### config.mk
export PLATFORM = sky130hd
export DESIGN_NAME = game_ctrl
export DESIGN_NICKNAME = d
export VERILOG_FILES = /design/src/rtl/game_pkg.sv /design/src/rtl/line_merge.sv /design/src/rtl/game_ctrl.sv
export SDC_FILE = /design/constraint.sdc
export NUM_CORES = 1
export LEC_CHECK = 0
export ABC_CLOCK_PERIOD_IN_PS = 27100
export CORE_ASPECT_RATIO = 2
export CORE_MARGIN = 2
export CORE_UTILIZATION = 60
export DETAILED_ROUTE_END_ITERATION = 10
export GPL_TIMING_DRIVEN = 0
export PLACE_DENSITY = 0.89
export SETUP_SLACK_MARGIN = 0.02
export SYNTH_ARGS = -nofsm -noshare
export SYNTH_HDL_FRONTEND = slang
export SYNTH_HIERARCHICAL = 1
export SYNTH_SLANG_ARGS = --single-unit
### constraint.sdc
create_clock -name clk -period 27.1 [get_ports clk]
set_input_delay 5.42 -clock clk [delete_from_list [all_inputs] [get_ports clk]]
set_output_delay 5.42 -clock clk [all_outputs]
set_load 0.1 [all_outputs]
### src/rtl/game_pkg.sv
// Shared types, enums and helpers for the 2048 game controller.
package game_pkg;

  localparam int unsigned CELL_W      = 4;
  localparam int unsigned LFSR_W      = 16;
  localparam int unsigned WIN_EXP_DEF = 11;

  typedef logic [CELL_W-1:0] cell_t;
  typedef cell_t [15:0]      board_t;
  typedef cell_t [3:0]       line_t;

  typedef enum logic [2:0] {
    ST_INIT,
    ST_IDLE,
    ST_MOVE,
    ST_SPAWN,
    ST_CHECK,
    ST_OVER
  } state_e;

  typedef enum logic [1:0] {
    DIR_UP,
    DIR_DOWN,
    DIR_LEFT,
    DIR_RIGHT
  } dir_e;

  // Exponent increment that sticks at the largest representable tile.
  function automatic cell_t sat_inc(cell_t c);
    return (c == cell_t'(15)) ? c : c + cell_t'(1);
  endfunction

  // Board index of position p in line k; position 0 sits on the move's leading edge.
  function automatic logic [3:0] line_idx(dir_e dir, logic [1:0] k, logic [1:0] p);
    logic [3:0] idx;
    case (dir)
      DIR_UP:   idx = {p, k};
      DIR_DOWN: idx = {2'd3 - p, k};
      DIR_LEFT: idx = {k, p};
      default:  idx = {k, 2'd3 - p};
    endcase
    return idx;
  endfunction

endpackage

### src/rtl/line_merge.sv
// Combinational slide-and-merge of one 4-cell line toward position 0.
module line_merge
  import game_pkg::*;
(
  input  line_t line_i,
  output line_t line_o,
  output logic  changed_o
);

  line_t packed_l;
  line_t merged_l;

  // Move all nonzero cells toward position 0, keeping their order.
  function automatic line_t compress(line_t l);
    line_t      r;
    logic [1:0] wr;
    r  = '0;
    wr = '0;
    for (int i = 0; i < 4; i++) begin
      if (l[i] != '0) begin
        r[wr] = l[i];
        wr    = wr + 2'd1;
      end
    end
    return r;
  endfunction

  // Compress, merge equal neighbours once each from position 0, compress again.
  always_comb begin
    packed_l = compress(line_i);
    merged_l = packed_l;
    for (int i = 0; i < 3; i++) begin
      if (merged_l[i] != '0 && merged_l[i] == merged_l[i+1]) begin
        merged_l[i]   = sat_inc(merged_l[i]);
        merged_l[i+1] = '0;
      end
    end
    line_o    = compress(merged_l);
    changed_o = (line_o != line_i);
  end

endmodule

### src/rtl/game_ctrl.sv
// 2048 game controller: board state, move sequencing, tile spawning, win/lose detection.
module game_ctrl
  import game_pkg::*;
#(
  parameter int unsigned       WIN_EXP   = WIN_EXP_DEF,
  parameter logic [LFSR_W-1:0] LFSR_SEED = 16'hACE1
) (
  input  logic   clk,
  input  logic   reset,
  input  logic   mv_up,
  input  logic   mv_down,
  input  logic   mv_left,
  input  logic   mv_right,
  input  logic   new_game,
  input  logic   load,
  input  board_t load_states,
  output board_t states,
  output logic   win,
  output logic   lose,
  output logic   busy
);

  localparam cell_t WIN_CELL = cell_t'(WIN_EXP);

  state_e            state_q, state_d;
  dir_e              dir_q, dir_d;
  logic [1:0]        line_q, line_d;
  logic              init_cnt_q, init_cnt_d;
  logic              changed_q, changed_d;
  board_t            board_q, board_d;
  logic              win_q, win_d;
  logic              lose_q, lose_d;
  logic              busy_q, busy_d;
  logic [LFSR_W-1:0] lfsr_q, lfsr_d;

  line_t      line_in;
  line_t      line_out;
  logic       line_changed;
  logic       spawn_ok;
  logic [3:0] spawn_idx;
  cell_t      spawn_val;
  logic       any_win;
  logic       any_empty;
  logic       any_pair;
  logic       lose_c;

  // Gather the line currently being processed.
  always_comb begin
    for (int p = 0; p < 4; p++) begin
      line_in[p] = board_q[line_idx(dir_q, line_q, 2'(p))];
    end
  end

  line_merge u_line_merge (
    .line_i    (line_in),
    .line_o    (line_out),
    .changed_o (line_changed)
  );

  // First empty cell scanning upward from lfsr[3:0], wrapping 15 -> 0.
  always_comb begin
    logic [3:0] idx;
    spawn_ok  = 1'b0;
    spawn_idx = '0;
    for (int i = 15; i >= 0; i--) begin
      idx = lfsr_q[3:0] + 4'(i);
      if (board_q[idx] == '0) begin
        spawn_ok  = 1'b1;
        spawn_idx = idx;
      end
    end
  end

  assign spawn_val = (lfsr_q[7:4] == 4'd0) ? cell_t'(2) : cell_t'(1);

  // Board-wide win tile, empty cell and adjacent-equal-pair detection.
  always_comb begin
    any_win   = 1'b0;
    any_empty = 1'b0;
    any_pair  = 1'b0;
    for (int r = 0; r < 4; r++) begin
      for (int c = 0; c < 4; c++) begin
        if (board_q[4'(r*4+c)] >= WIN_CELL) any_win = 1'b1;
        if (board_q[4'(r*4+c)] == '0) any_empty = 1'b1;
        if (c < 3 && board_q[4'(r*4+c)] == board_q[4'(r*4+c+1)]) any_pair = 1'b1;
        if (r < 3 && board_q[4'(r*4+c)] == board_q[4'(r*4+c+4)]) any_pair = 1'b1;
      end
    end
    lose_c = !any_win && !any_empty && !any_pair;
  end

  // Next-state and datapath updates.
  always_comb begin
    state_d    = state_q;
    dir_d      = dir_q;
    line_d     = line_q;
    init_cnt_d = init_cnt_q;
    changed_d  = changed_q;
    board_d    = board_q;
    win_d      = win_q;
    lose_d     = lose_q;
    lfsr_d     = {lfsr_q[14:0], lfsr_q[15] ^ lfsr_q[13] ^ lfsr_q[12] ^ lfsr_q[10]};

    case (state_q)
      ST_INIT: begin
        if (spawn_ok) board_d[spawn_idx] = spawn_val;
        init_cnt_d = ~init_cnt_q;
        if (init_cnt_q) state_d = ST_IDLE;
      end
      ST_IDLE, ST_OVER: begin
        if (new_game) begin
          board_d    = '0;
          win_d      = 1'b0;
          lose_d     = 1'b0;
          init_cnt_d = 1'b0;
          state_d    = ST_INIT;
        end else if (load) begin
          board_d = load_states;
          win_d   = 1'b0;
          lose_d  = 1'b0;
          state_d = ST_CHECK;
        end else if (state_q == ST_IDLE && (mv_up || mv_down || mv_left || mv_right)) begin
          if (mv_up)        dir_d = DIR_UP;
          else if (mv_down) dir_d = DIR_DOWN;
          else if (mv_left) dir_d = DIR_LEFT;
          else              dir_d = DIR_RIGHT;
          line_d    = 2'd0;
          changed_d = 1'b0;
          state_d   = ST_MOVE;
        end
      end
      ST_MOVE: begin
        for (int p = 0; p < 4; p++) begin
          board_d[line_idx(dir_q, line_q, 2'(p))] = line_out[p];
        end
        changed_d = changed_q || line_changed;
        line_d    = line_q + 2'd1;
        if (line_q == 2'd3) state_d = ST_SPAWN;
      end
      ST_SPAWN: begin
        if (changed_q && spawn_ok) board_d[spawn_idx] = spawn_val;
        state_d = ST_CHECK;
      end
      ST_CHECK: begin
        win_d   = any_win;
        lose_d  = lose_c;
        state_d = (any_win || lose_c) ? ST_OVER : ST_IDLE;
      end
      default: state_d = ST_INIT;
    endcase

    busy_d = (state_d != ST_IDLE) && (state_d != ST_OVER);
  end

  // State and datapath registers.
  always_ff @(posedge clk or negedge reset) begin
    if (!reset) begin
      state_q    <= ST_INIT;
      dir_q      <= DIR_UP;
      line_q     <= '0;
      init_cnt_q <= 1'b0;
      changed_q  <= 1'b0;
      board_q    <= '0;
      win_q      <= 1'b0;
      lose_q     <= 1'b0;
      busy_q     <= 1'b1;
      lfsr_q     <= LFSR_SEED;
    end else begin
      state_q    <= state_d;
      dir_q      <= dir_d;
      line_q     <= line_d;
      init_cnt_q <= init_cnt_d;
      changed_q  <= changed_d;
      board_q    <= board_d;
      win_q      <= win_d;
      lose_q     <= lose_d;
      busy_q     <= busy_d;
      lfsr_q     <= lfsr_d;
    end
  end

  assign states = board_q;
  assign win    = win_q;
  assign lose   = lose_q;
  assign busy   = busy_q;

endmodule

==> results of run 1 <==
[metal layers]
metal	GRT usage	GRT overflow
met1	0.680	0
met2	0.896	46
met3	0.477	1
met4	0.706	67
met5	0.0505	0
[kinds of logic after synthesis]
kind of cell,count (synthesis),synth area share
muxes,192,0.171
buffers and inverters,235,0.0675
adders and majority gates,20,0.0170
DFF,91,0.155
and+or+nand+nor,695,0.235
AOI/OAI and AO/OA,695,0.332
other,1,0.000254
xor gates and xnor gates,38,0.0225
[cells in the mapped netlist, drive strengths merged, types with 12 or more instances]
| master | n | area share |
|---|---|---|
| or2 | 26 | 0.011 |
| or3 | 29 | 0.012 |
| a21o | 17 | 0.0086 |
| a2bb2oi | 21 | 0.013 |
| inv | 44 | 0.011 |
| a22oi | 21 | 0.013 |
| buf | 45 | 0.019 |
| a21oi | 147 | 0.050 |
| nor2b | 14 | 0.0059 |
| nor3 | 43 | 0.015 |
| nand2b | 15 | 0.0069 |
| clkbuf | 145 | 0.037 |
| xnor2 | 27 | 0.016 |
| ha | 20 | 0.017 |
| o21ai | 138 | 0.048 |
| nand3 | 42 | 0.014 |
| a31oi | 37 | 0.016 |
| and3 | 14 | 0.0059 |
| nand2 | 248 | 0.063 |
| and2 | 27 | 0.012 |
| or4 | 14 | 0.0074 |
| mux2i | 110 | 0.075 |
| o22ai | 19 | 0.0089 |
| nor4b | 15 | 0.0089 |
| mux4 | 42 | 0.064 |
| nor2 | 144 | 0.037 |
| o22a | 12 | 0.0071 |
| mux2 | 40 | 0.031 |
| dfrtp | 82 | 0.14 |
| o31ai | 31 | 0.018 |
| nor4 | 30 | 0.015 |
| a211oi | 58 | 0.029 |
| o211ai | 44 | 0.023 |
[per-stage QoR]
| step | area (µm²) | hold WS [ps] | setup slack, ps |
|---|---|---|---|
| floorplan | 14800 | 331 | 16940 |
| global placement | 16500 | 341 | 14560 |
| detailed placement | 16500 | 345 | 14370 |
| CTS | 16800 | 361 | 14350 |
==> metrics.md, run 1 <==
| Metric | Value |
|---|---|
| Number of CTS-inserted buffers | 9 |
| Starting density of the core | 0.607 |
| Warnings, synthesis | 6 |
| Share of the yosys chip area belonging to registers | 0.155 |
| Number of register bits inferred by synthesis | 91 |
| Hold_buf cts | 0 |
| Detailed-placement wirelength estimate | about 60000 µm |
| Post-synthesis instance area | about 15000 µm² |
| Number of gates resized after CTS | 0 |
| Synthesized instance count | roughly 2000 |
| Remaining global-route overflow | about 110 |
| CTS root buffer | clkbuf_16 |
| Number of port buffers | roughly 140 |
| Synth Net Count | slightly above 2000 |
| Maximum clock insertion buffer count | 2 |
| First-pass GRT wire length | 135000 µm |
| Number of standard-cell rows in the floorplan | about 80 |
| Mean post-synth cell area | ~7.5 µm² |
| Horizontal die dimension | approximately 110 µm |
| Number of clock sinks | 91 |
| Vertical extent of the die | roughly 230 µm |
| Status | stopped before the end |
| Number of flops mapped to enable cells by yosys | 0 |
| Largest net degree at the start of global routing | 48 |
| Count of buffers added by post-CTS timing repair for setup | 0 |
| Placed insts | between 2000 and 2500 |
| H-tree level count | 3 |
| Stop err | [ERROR GRT-0116] Global routing finished with congestion. Check the congestion regions in the DRC Viewer. |
| GRT Overall Usage | 0.687 |
| Final GP Congestion | between 1 and 1.5 |
| Number of distinct library cell variants in the gate-level netlist after synthesis | 116 |
| Stage reached | 5_1_grt |
| Async set-or-reset flop fraction in the synthesized netlist | 1.00 |
| Top-level I/O count | between 100 and 150 |
| Prevailing post-synth register cell | dfrtp_1 |
| Number of global-route vias before repair | just over 20000 |
==> inputs of run 2 (changes only) <==
- CORE_ASPECT_RATIO: 2 -> not set
- CORE_UTILIZATION: 60 -> 40
- PLACE_DENSITY: 0.89 -> not set
- PLACE_DENSITY_LB_ADDON: not set -> 0.15
- SETUP_SLACK_MARGIN: 0.02 -> not set
==> run 2 against run 1 <==
  * The run now ends clean
  * Area after synthesis stayed put
  * Synthesized cell count stayed put
==> metrics.md, run 2 <==
| Metric | Value |
|---|---|
| Synthesized instance count | 1967 (unchanged) |
| WL/cell | ~31 µm |
| Final Max Slew Viols | 0 |
| Number of global-route vias before repair | 17230 |
| Clock tree from TritonCTS | done |
| Starting density of the core | 0.405 (-0.202) |
| Headroom to the max-slew limit | 0.160 |
| Count of buffers added by post-CTS timing repair for setup | 0 (unchanged) |
| Final-layout setup total negative slack | 0 ps |
| Transition at the pin with the smallest max-transition slack | approximately 1300 ps |
| Share of the yosys chip area belonging to registers | 0.155 (unchanged) |
| Prevailing post-synth register cell | dfrtp_1 |
| Kind of launch point of the worst setup path | flip-flop |
| Critical path class | flip-flop to flip-flop |
| Overall die area | approximately 38000 µm² |
| CTS root buffer | clkbuf_16 |
| Final design area excluding fillers | roughly 17000 µm² |
| Final Skew | 12.5 ps |
| Top-level I/O count | 139 (unchanged) |
| Number of register bits inferred by synthesis | 91 (unchanged) |
| Number of distinct library cell variants in the gate-level netlist after synthesis | 116 (unchanged) |
| Leading cell types by count after synthesis | nand2_1, a21oi_1, nor2_1, clkbuf_1, o21ai_0 |
| H-tree level count | 3 (unchanged) |
| Remaining global-route overflow | 0 |
| Clock transition at the registers of the reported paths | about 80 ps |
| Data arrival, critical path | roughly 14000 ps |
| Async set-or-reset flop fraction in the synthesized netlist | 1.00 (unchanged) |
| Final GP Congestion | 1.06 (-16%) |
| Synth Net Count | 2059 (unchanged) |
| Worst Hold Launch | lfsr_q[9] |
| Number of gates resized after CTS | 0 (unchanged) |
| Detailed-placement wirelength estimate | 62600 µm (+3.5%) |
| Endpoint type of the worst setup path | flip-flop |
| Routed via count | around 18000 |
| Remaining DRCs | 0 |
| Cell with the most instances after synthesis | nand2_1 |
| Final clock period utilization by the worst path | 0.494 |
| Period minus WS final | 13390 ps |
| # Max-Cap Violations | 0 |
| GRT Overall Usage | 0.413 |
| Mean post-synth cell area | 7.50 µm² (unchanged) |
| Area after DPL | 16700 µm² (+1.3%) |
| Routed vias/inst | about 7 |
| Number of antenna violations at the first check in global routing | 2 |
| Synth top area share | 0.139 (unchanged) |
| Setup repair after global routing missed its margin | false |
| Number of clock sinks | 91 (unchanged) |
| Synth top area cells | dfrtp_1, mux2i_1, mux4_2 |
| Most frequent cell on the critical path | clkbuf_1 |
| First-pass GRT wire length | 117000 µm |
| Data required time of the critical path | about 27000 ps |
| Wire length after detailed routing | 81300 µm |
| Final worst setup slack | 13710 ps |
| Largest net degree at the start of global routing | 55 |
| Warnings, synthesis | 6 (unchanged) |
| Maximum fanout count along the critical path | 10 |
| Final Hold Violating Endpoints | 0 |
| Status | finished, final reports clean |
| Top achievable clock speed | roughly 75 MHz |
| Leading cell type in the layout, fill and taps excluded | nand2_1 |
| Critical-path top delay cell | mux2i_1 |
| Horizontal die dimension | 196 µm (+71%) |
| Area of the core region | between 30000 and 40000 µm² |
| First-pass detailed-route iteration total | 7 |
| Number of flops mapped to enable cells by yosys | 0 (unchanged) |
| Antenna viol nets, final | 0 |
| Post-synthesis instance area | 14800 µm² (unchanged) |
| Count of nets after finishing | between 2000 and 2500 |
| Maximum clock insertion buffer count | 2 (unchanged) |
| Share of final-layout standard cells stronger than drive strength 1 | 0.108 |
| Crit path launch | dir_q[1] |
| Worst reg2reg setup slack | around 14000 ps |
| Worst min-delay path category | flip-flop to flip-flop |
| Share of the core filled with cells | 0.468 |
| Number of fill cells | 3764 |
| Clock latency on the worst-skew pair | around 370 ps |
| Setup Viol. Count Final | 0 |
| Cell taking the most area after synthesis | dfrtp_1 |
| Number of standard-cell rows in the floorplan | 70 (-14%) |
| Hold_buf cts | 0 (unchanged) |
| FF-to-FF path depth | 45 |
| Detailed Route Iter0 Violations | 2655 |
| Largest register FFs | 64 |
| Vertical extent of the die | 196 µm (-13%) |
| Ant diodes | 0 |
| Most used cells in the layout excluding fill and tap cells | nand2_1, a21oi_1, nor2_1 |
| Number of port buffers | 137 (unchanged) |
| Slowest stage delay, CP | about 1000 ps |
| Area Growth Syn to Fin | 15.6% |
| Number of CTS-inserted buffers | 9 (unchanged) |
| Worst hold stages | 0 |
| Reg2reg start | dir_q[1] |
| Worst-case setup slack after placement | 14260 ps (-111 ps) |
[run 2: cell counts after synthesis]
Identical to the previous run, type by type.
[run 2: layout make-up]
class | instances | area (µm²) | share of cell area
tap | 468 | 586 | 0.0343
multi-input combinational | 1641 | 11500 | 0.673
clock inverter | 7 | 91.3 | 0.00535
sequential | 91 | 2290 | 0.134
buffer | 190 | 827 | 0.0485
clock buffer | 9 | 225 | 0.0132
inverter | 45 | 169 | 0.00990
timing repair buffer | 138 | 1400 | 0.0818
[run 2: metrics by stage]
step / instances / hold WS (ps)
floorplan: 1967 / 331
global placement: 2572 / 335
detailed placement: 2573 / 336
CTS: 2589 / 363
global route: 2589 / 363
finish: 2589 / 358
[run 2: logic make-up (layout without fill, tap and decap cells)]
group                      Yosys count  count (layout)  share of synthesized area
AOI/OAI and AO/OA                  695             695                      0.332
xor gates and xnor gates            38              38                     0.0225
adders and majority gates           20              20                     0.0170
buffers and inverters              235             389                     0.0675
DFF                                 91              91                      0.155
muxes                              192             192                      0.171
other                                1               1                   0.000254
and+or+nand+nor                    695             695                      0.235
[run 2: worst paths after layout]
check | to
worst max-delay path | states[53]
worst min-delay path | lfsr_q[10]
worst max register to register | states[53]
worst min register to register | lfsr_q[10]
max in group asynchronous | states[7]
min in group asynchronous | lfsr_q[3]
[run 2: layer usage]
| metal | routed length [µm] | share of wire | global-route usage | vias up |
|---|---|---|---|---|
| met4 | 5490 | 0.067 | 0.241 | 2 |
| met5 | 13 | 0.00016 | 0 | - |
| met3 | 10100 | 0.12 | 0.0954 | 296 |
| li1 | - | - | - | 7808 |
| met1 | 32200 | 0.40 | 0.553 | 8876 |
| met2 | 33600 | 0.41 | 0.605 | 1459 |
[run 2: critical path: cells and delay by family, from the launching register on]
kind                     cells  cell delay, ps
AND/OR/NAND/NOR             11            2620
AO/OA/AOI/OAI               12            3630
multiplexers                 5            2410
buffers and inverters       13            3330
flip-flops                   1             330
adder cells (fa/ha/maj)      4            1000
Power of run 2 is not shown: default switching activity piles up to over one toggle a cycle in this logic, so the estimate is an artifact.
